--- config.mk ---
export PLATFORM = sky130hd
export DESIGN_NAME = sparc_ifu_sscan_buf
export DESIGN_NICKNAME = d
export VERILOG_FILES = /design/src/rtl/sparc_ifu_sscan_buf.sv
export SDC_FILE = /design/constraint.sdc
export NUM_CORES = 1
export LEC_CHECK = 0
export BUFFER_PORTS_ARGS = -buffer_cell sky130_fd_sc_hd__buf_4
export CAP_MARGIN = 20
export CORE_ASPECT_RATIO = 1.1
export CORE_MARGIN = 2
export CORE_UTILIZATION = 45
export CTS_CLUSTER_DIAMETER = 150
export CTS_CLUSTER_SIZE = 12
export DETAILED_ROUTE_END_ITERATION = 8
export GPL_TIMING_DRIVEN = 0
export PLACE_DENSITY_LB_ADDON = 0.25
export SYNTH_ARGS = -nofsm -noshare
export SYNTH_HDL_FRONTEND = slang
export SYNTH_SLANG_ARGS = --single-unit
--- constraint.sdc ---
create_clock -name rclk -period 10.75 [get_ports rclk]
set_clock_uncertainty 0.1 [all_clocks]
set_input_delay 2.15 -clock rclk [delete_from_list [all_inputs] [get_ports rclk]]
set_output_delay 2.15 -clock rclk [all_outputs]
set_load 0.05 [all_outputs]
--- src/rtl/sparc_ifu_sscan_buf.sv ---
// Shadow-scan snapshot buffer: edge-triggered captures into a small FIFO, serial LSB-first readout.
// Optional SSCAN_TIMESTAMP_EN appends a 16-bit free-running cycle stamp to every stored entry.
module sparc_ifu_sscan_buf #(
  parameter int unsigned WIDTH = 94,
  parameter int unsigned DEPTH = 4
) (
  input  logic                           rclk,
  input  logic                           arst_l,
  input  logic                           ctu_sscan_snap,
  input  logic [WIDTH-1:0]               snap_data,
  input  logic                           sscan_mode,
  input  logic                           sscan_shift_en,
  input  logic                           sscan_clr,
  output logic                           sparc_sscan_so,
  output logic                           sscan_so_vld,
  output logic [$clog2(DEPTH+1)-1:0]     sscan_cnt,
  output logic                           sscan_ovf
);

`ifdef SSCAN_TIMESTAMP_EN
  localparam int unsigned TS_W = 16;
`else
  localparam int unsigned TS_W = 0;
`endif
  localparam int unsigned EW = WIDTH + TS_W;
  localparam int unsigned BW = (EW > 1) ? $clog2(EW) : 1;
  localparam int unsigned PW = $clog2(DEPTH);
  localparam int unsigned CW = $clog2(DEPTH + 1);

  logic [EW-1:0] mem [DEPTH];
  logic [EW-1:0] wdata;
  logic [EW-1:0] head;

  logic          snap_f;
  logic          armed;
  logic [PW-1:0] wr_ptr, wr_nxt;
  logic [PW-1:0] rd_ptr, rd_nxt;
  logic [BW-1:0] bit_idx, bit_nxt;
  logic [CW-1:0] cnt_nxt;
  logic          ovf_nxt, so_nxt, vld_nxt, wr_en;
  logic          capture, shifting, last_bit, pop, full, accept;

`ifdef SSCAN_TIMESTAMP_EN
  logic [15:0] ts;

  // Free-running cycle stamp, wraps naturally at 16 bits
  always_ff @(posedge rclk or negedge arst_l) begin
    if (!arst_l) ts <= 16'd0;
    else         ts <= ts + 16'd1;
  end

  assign wdata = {ts, snap_data};
`else
  assign wdata = snap_data;
`endif

  // Entry storage is deliberately left out of reset
  always_ff @(posedge rclk) begin
    if (wr_en) mem[wr_ptr] <= wdata;
  end

  // Next-state: shift/pop, capture policy when full, synchronous clear
  always_comb begin
    head     = mem[rd_ptr];
    // armed blocks the first post-reset cycle, since snap_f is not yet meaningful
    capture  = armed & ctu_sscan_snap & ~snap_f;
    shifting = sscan_shift_en & (sscan_cnt != '0);
    last_bit = (bit_idx == BW'(EW - 1));
    pop      = shifting & last_bit;
    full     = (sscan_cnt == CW'(DEPTH));
    accept   = capture & (~full | pop);

    wr_en    = 1'b0;
    wr_nxt   = wr_ptr;
    rd_nxt   = rd_ptr;
    bit_nxt  = bit_idx;
    cnt_nxt  = sscan_cnt;
    ovf_nxt  = sscan_ovf;
    so_nxt   = 1'b0;
    vld_nxt  = 1'b0;

    if (sscan_clr) begin
      wr_nxt  = '0;
      rd_nxt  = '0;
      bit_nxt = '0;
      cnt_nxt = '0;
      ovf_nxt = 1'b0;
    end else begin
      if (shifting) begin
        so_nxt  = head[bit_idx];
        vld_nxt = 1'b1;
        if (last_bit) begin
          bit_nxt = '0;
          rd_nxt  = rd_ptr + PW'(1);
        end else begin
          bit_nxt = bit_idx + BW'(1);
        end
      end

      if (accept) begin
        wr_en  = 1'b1;
        wr_nxt = wr_ptr + PW'(1);
      end else if (capture) begin
        ovf_nxt = 1'b1;
        // Overwrite only while the head is untouched; a head whose bit 0 leaves now is mid-readout
        if (sscan_mode && (bit_idx == '0) && !shifting) begin
          wr_en  = 1'b1;
          wr_nxt = wr_ptr + PW'(1);
          rd_nxt = rd_ptr + PW'(1);
        end
      end

      cnt_nxt = sscan_cnt + CW'(accept) - CW'(pop);
    end
  end

  // State and registered outputs
  always_ff @(posedge rclk or negedge arst_l) begin
    if (!arst_l) begin
      snap_f         <= 1'b0;
      armed          <= 1'b0;
      wr_ptr         <= '0;
      rd_ptr         <= '0;
      bit_idx        <= '0;
      sscan_cnt      <= '0;
      sscan_ovf      <= 1'b0;
      sparc_sscan_so <= 1'b0;
      sscan_so_vld   <= 1'b0;
    end else begin
      snap_f         <= ctu_sscan_snap;
      armed          <= 1'b1;
      wr_ptr         <= wr_nxt;
      rd_ptr         <= rd_nxt;
      bit_idx        <= bit_nxt;
      sscan_cnt      <= cnt_nxt;
      sscan_ovf      <= ovf_nxt;
      sparc_sscan_so <= so_nxt;
      sscan_so_vld   <= vld_nxt;
    end
  end

endmodule
=== Yosys cells after proc, flatten, opt, wreduce, memory -nomap -nowiden ===
Memory sizes are Yosys's and may differ from the RTL's.
Index checks and enable logic that the tools add are counted.

* Equal/unequal tests: 3
* Add/sub/neg operators: 5
* Muxes and demuxes: 29
* $lt $le $gt $ge: 1
* Reduce and logical (&&, ||, !) cells: 11
* Bitwise gates (word level): 8

{| class="wikitable"
|+ Operators by type and width
! cell !! number
|-
| 7-bit 2-to-1 mux || 3
|-
| 2-bit 2-to-1 mux || 10
|-
| 1-bit 2-to-1 mux || 14
|-
| 3-bit nonzero test || 3
|-
| 7-bit by 8-bit < comparator with 1-bit output (second input constant) || 1
|-
| 7-bit by 1-bit adder with 7-bit output (second input constant) || 1
|-
| 1-bit binary-select mux with 7-bit select || 1
|-
| 7-bit == test (second input constant) || 1
|-
| 7-bit zero test || 1
|-
| 1-bit bitwise AND || 5
|-
| 2-bit by 1-bit adder with 2-bit output (second input constant) || 2
|-
| 2-bit AND reduction || 2
|-
| 2-bit nonzero test || 2
|-
| 3-bit by 1-bit adder with 3-bit output || 1
|-
| 3-bit == test (second input constant) || 1
|-
| 3-bit 2-to-1 mux || 1
|-
| 3-bit by 1-bit subtractor with 3-bit output || 1
|-
| 1-bit logical AND || 2
|-
| 2-bit != test (second input constant) || 1
|-
| 1-bit inverter || 2
|-
| 1-bit zero test || 1
|-
| 1-bit OR || 1
|}

* Bits in registers: 19
* RAM bits: 376
* Memories: 1
* Word-level logic and storage cells: 67

{| class="wikitable"
|+ Memories
! name !! words !! bits a word !! rd ports !! clocked after memory_dff !! wr ports !! line !! text
|-
| mem || 4 || 94 || 1 || 0 || 1 || 30 || <nowiki>logic [EW-1:0] mem [DEPTH];</nowiki>
|}

=== Logic depth before layout (Yosys ltp) ===
* Depth in word-level cells: 10
* Depth in mapped cells: 17
* Mapped depth without buffers: 15

=== Worst setup path after synthesis ===
No wires, ideal clock.

* Path kind: in2reg
* From: in sscan_shift_en
* To: mem mem[0][0] (netlist name), enable pin
* Data arrival time: 5.094 ns
* Setup time: 0.464 ns
* Buffers on the path: 0
* Cell stages on the path: 7
* Setup slack: 5.092 ns
* Cell sequence: o31a_1 nand2_1 inv_1 o21ai_0 nor2b_1 nor2_1 and2_1

* Word-level cells in the longest chain between the ends: 9

{| class="wikitable"
|+ RTL lines
! item !! line !! text
|-
| start, declared || 12 || <nowiki>input logic sscan_shift_en,</nowiki>
|-
| 1-bit bitwise AND * || 67 || <nowiki>shifting = sscan_shift_en & (sscan_cnt != '0);</nowiki>
|-
| 1-bit zero test || 106 || <nowiki>if (sscan_mode && (bit_idx == '0) && !shifting) begin</nowiki>
|-
| 1-bit logical AND || 106 ||
|-
| 1-bit 2-to-1 mux || 106 ||
|-
| 1-bit 2-to-1 mux || 103 || <nowiki>end else if (capture) begin</nowiki>
|-
| 1-bit 2-to-1 mux * || 100 || <nowiki>if (accept) begin</nowiki>
|-
| 1-bit 2-to-1 mux * || 82 || <nowiki>if (sscan_clr) begin</nowiki>
|-
| 1-bit 2-to-1 mux * || 59 || <nowiki>if (wr_en) mem[wr_ptr] <= wdata;</nowiki>
|-
| 1-bit 2-to-1 mux (not written as such) * || 59 ||
|-
| end, declared || 30 ||
|}

Mark *: on every way between the ends. The rest lies on a longest branch, timed or not.

=== Worst setup path after layout ===
* From: reg bit_idx[1]
* To: mem mem[3][53] (netlist name), enable pin

* Word-level cells in the longest chain between the ends: 9

{| class="wikitable"
|+ RTL lines
! item !! line !! text
|-
| start, declared || 38 || <nowiki>logic [BW-1:0] bit_idx, bit_nxt;</nowiki>
|-
| start signal, assigned || 134 || <nowiki>bit_idx <= bit_nxt;</nowiki>
|-
| 7-bit zero test || 106 ||
|-
| 1-bit logical AND (2 in series) || 106 ||
|-
| 1-bit 2-to-1 mux || 106 ||
|-
| 1-bit 2-to-1 mux || 103 ||
|-
| 1-bit 2-to-1 mux * || 100 ||
|-
| 1-bit 2-to-1 mux * || 82 ||
|-
| 1-bit 2-to-1 mux * || 59 ||
|-
| 1-bit 2-to-1 mux (not written as such) * || 59 ||
|}

Marked as above.

==> results.txt <==
----------------------------------------------------
[Power and ir drop]
  Leak ... 0.00587 uW
  Pwr dens ... 166 nW/um2
  Peak ir drop on the vdd network ... 0.110 mV
  Tot Pwr ... 2990 uW

[Drt]
  Detailed router's first-iteration violation count ... 697
  Routed vias ... 7796
  Post-DR vias/cell ... 5.74
  Detailed-route DRC error count ... 0
  Total wire length after detailed routing ... 33100 um
  Detailed-routing iteration count for the pre-antenna-repair pass ... 5
  Per-cell routed wire length ... 24.4 um
  Antenna violation net count after detailed routing ... 0

[Logic synthesis]
  Async S/R FF share, synth ... 4.81%
  Xor and xnor area share after synthesis ... 0.282%
  Synthesized-area fraction occupied by ao, oa, aoi and oai cells ... 3.29%
  Area share of and/or/nand/nor cells after synthesis ... 3.56%
  EDFF count, synth ... 376
  Largest family of logic cells by synthesized area ... multiplexers
  Post-synthesis average cell area ... 20.6 um2
  Synthesis-stage register bit count ... 395
  Synthesized-area fraction occupied by adder cells ... 0.853%
  Library cells used by synthesis ... 50
  Synthesis Warnings ... 0
  Post-Syn Instances ... 756
  Sequential share of the synthesized area ... 75.7%
  Proportion of netlist area held by the largest area contributor ... 72.6%
  Main area contributors after synthesis ... sky130_fd_sc_hd__edfxtp_1, sky130_fd_sc_hd__mux4_2, sky130_fd_sc_hd__dfrtp_1, sky130_fd_sc_hd__mux2i_1, sky130_fd_sc_hd__ha_1
  Synthesized net count ... 866
  Mux share of post-synthesis cell area ... 14.5%
  Combined area of all synthesized cells ... 15500 um2
  Cell taking the most area after synthesis ... sky130_fd_sc_hd__edfxtp_1
  Commonest register cell after synthesis ... sky130_fd_sc_hd__edfxtp_1

[Critical path]
  Beginning of the critical path ... bit_idx[1]
  Category of the worst setup path capture point ... flop
  Worst setup path class ... reg -> reg
  Reg-to-reg critical path startpoint ... bit_idx[1]
  CP startpoint kind ... flop
  Data required, critical path ... 10840 ps
  Largest fanout on the critical path ... 51
  Data arrival time of the critical path ... 4710 ps

[Layout]
  Most frequent standard cell in the layout excluding fill and tap cells ... sky130_fd_sc_hd__edfxtp_1
  Post-layout net count ... 1015
  Number of fill cells ... 2750
  Area of combinational cells with multiple inputs ... 3510 um2
  Syn-to-layout area delta ... 16.1%
  Post-layout instance area ... 18000 um2
  Commonest non-fill, non-tap cells in the layout ... sky130_fd_sc_hd__edfxtp_1, sky130_fd_sc_hd__buf_4, sky130_fd_sc_hd__mux4_2, sky130_fd_sc_hd__clkbuf_16, sky130_fd_sc_hd__clkbuf_1
  Sequential cell area in the final layout ... 11800 um2
  Cell Count, Final, Fillers Out ... 1358
  Fraction of final layout cells with drive strength greater than 1 ... 29.9%

[Floorplanning]
  I/O Pins ... 106
  Floorplan row count ... 71
  Starting utilization of the core area ... 45.6%
  Overall die area ... 36100 um2
  Placeable core area ... 34100 um2
  Die boundary width ... 181 um
  DIE HEIGHT ... 199 um

[Clock tree]
  CTS tree ... done
  Setup Fix Bufs, Post-CTS ... 0
  Sinks on the clock net ... 395
  CTS root buffer ... sky130_fd_sc_hd__clkbuf_16
  Number of cells upsized or downsized after cts ... 0
  H-tree Lvls ... 2
  Inserted Clock Buffers ... 38
  Clock-pin transition on the worst setup and hold timing paths ... 70 ps
  Max clock buf depth ... 3
  Later-pin clock latency in the skew report ... 530 ps
  Post-cts hold buffer count ... 0

[Global routing]
  Antenna violations before repair ... 3
  Largest net degree at the start of global routing ... 59
  Wire length of the first global-routing pass ... 49100 um
  Vias in the first global route ... 7882
  Overflow left after global routing ... 0
  Overall routing resource usage ... 18.7%

[STA]
  Unrepaired setup endpoints after global routing ... false
  Remaining max-slew budget at the tightest pin ... 40.5%
  Final critical-path share of the clock period ... 42.9%
  Final hold violations ... 0
  Total Negative Setup Slacks ... 0 ps
  FMAX ... 217 MHz
  Worst setup margin ... 6130 ps
  Final setup violation count ... 0
  Shortest clock period the worst path allows after layout ... 4620 ps
  Actual slew at the worst max-slew pin ... 892 ps
  Final count of pins violating max slew ... 0

[Worst hold path]
  Worst Hold Class ... reg -> reg
  Startpoint of the worst hold path ... sscan_ovf

[Flow run]
  Number of violations of the max-capacitance limit ... 0

[Placed design]
  Total half-perimeter wirelength after legalization and detailed placement ... 21400 um
  Cells after DPL ... 1303
  Final RePlAce weighted congestion ... 0.915
  Number of port buffers ... 105
  Pre-CTS setup slack ... 6020 ps
  Placement Cell Area ... 17000 um2

[Run status]
  Outcome ... finished clean

----------------------------------------------------
[registers in the layout, indices dropped and copies added (netlist names)]
signal	flops
snap_f	1
armed	1
sscan_cnt	3
rd_ptr	2
sscan_ovf	1
wr_ptr	2
sscan_so_vld	1
sparc_sscan_so	1
mem	376
bit_idx	7
[synthesized netlist by cell type, types with 11 or more instances]
library cell / n
sky130_fd_sc_hd__mux2i_1: 17
sky130_fd_sc_hd__nor2_1: 24
sky130_fd_sc_hd__nor2b_1: 15
sky130_fd_sc_hd__nand3_1: 12
sky130_fd_sc_hd__edfxtp_1: 376
sky130_fd_sc_hd__inv_1: 11
sky130_fd_sc_hd__o21ai_0: 14
sky130_fd_sc_hd__nand2_1: 26
sky130_fd_sc_hd__buf_2: 12
sky130_fd_sc_hd__mux4_2: 91
sky130_fd_sc_hd__dfrtp_1: 19
sky130_fd_sc_hd__clkbuf_1: 13
[metal layers]
| metal | global-route usage (%) | vias up | wire length [um] |
|---|---|---|---|
| met3 | 4.05 | 51 | 2240 |
| met2 | 31.5 | 282 | 16600 |
| met1 | 24.8 | 4040 | 13500 |
| met4 | 5.36 | 4 | 724 |
| met5 | 0 | - | 25 |
| li1 | - | 3419 | - |
[worst paths after layout]
kind                       slack [ps]           end  depth (start not counted)
min in group asynchronous        1390  sscan_cnt[1]                          1
max reg2reg                      6130    mem[3][53]                         13
min reg2reg                       410     sscan_ovf                          2
max in group asynchronous        8940     rd_ptr[0]                          1
max                              6130    mem[3][53]                         13
min                               410     sscan_ovf                          2
[area by class of cell]
cell class	instances	area share, %
plain buffers	39	1.31
multi-input cells	310	19.4
clock buffers	53	5.70
repair buffers	109	4.98
flip-flops and latches	395	65.2
clock inverters	1	0.0485
diodes	1	0.0139
inverters	12	0.250
well taps	438	3.04
[stage by stage]
| step | utilization (%) | hold WS [ps] |
|---|---|---|
| global placement | 49.5 | 396 |
| detailed placement | 49.8 | 396 |
| floorplan | - | 406 |
| finish | 52.9 | 406 |
| global route | 52.9 | 473 |
| CTS | 52.9 | 411 |
[power breakdown]
group | switching (uW) | total [uW] | internal [uW]
Sequential | 4.37 | 1710 | 1700
Clock | 517 | 1180 | 659
Combinational | 61.5 | 109 | 47.9
[logic make-up (layout without fill, tap and decap cells)]
family	after synthesis	count (layout)
buffers and inverters	51	214
AO/OA/AOI/OAI	72	72
flip-flops	395	395
XOR/XNOR	5	5
AND/OR/NAND/NOR	111	111
other	1	2
multiplexers	111	111
adder cells (fa/ha/maj)	10	10
[critical path, stage by stage, from the launching register on]
cell	delay, ps
sky130_fd_sc_hd__dfrtp_1	450
sky130_fd_sc_hd__buf_1	350
sky130_fd_sc_hd__inv_2	410
sky130_fd_sc_hd__clkbuf_1	430
sky130_fd_sc_hd__ha_1	230
sky130_fd_sc_hd__nand2_1	50
sky130_fd_sc_hd__nor3_1	410
sky130_fd_sc_hd__nand2_1	130
sky130_fd_sc_hd__inv_1	100
sky130_fd_sc_hd__o21ai_0	120
sky130_fd_sc_hd__nor2b_1	190
sky130_fd_sc_hd__nor2_1	230
sky130_fd_sc_hd__and2_4	670
sky130_fd_sc_hd__buf_16	350
Power figures use the tool's default switching activity.
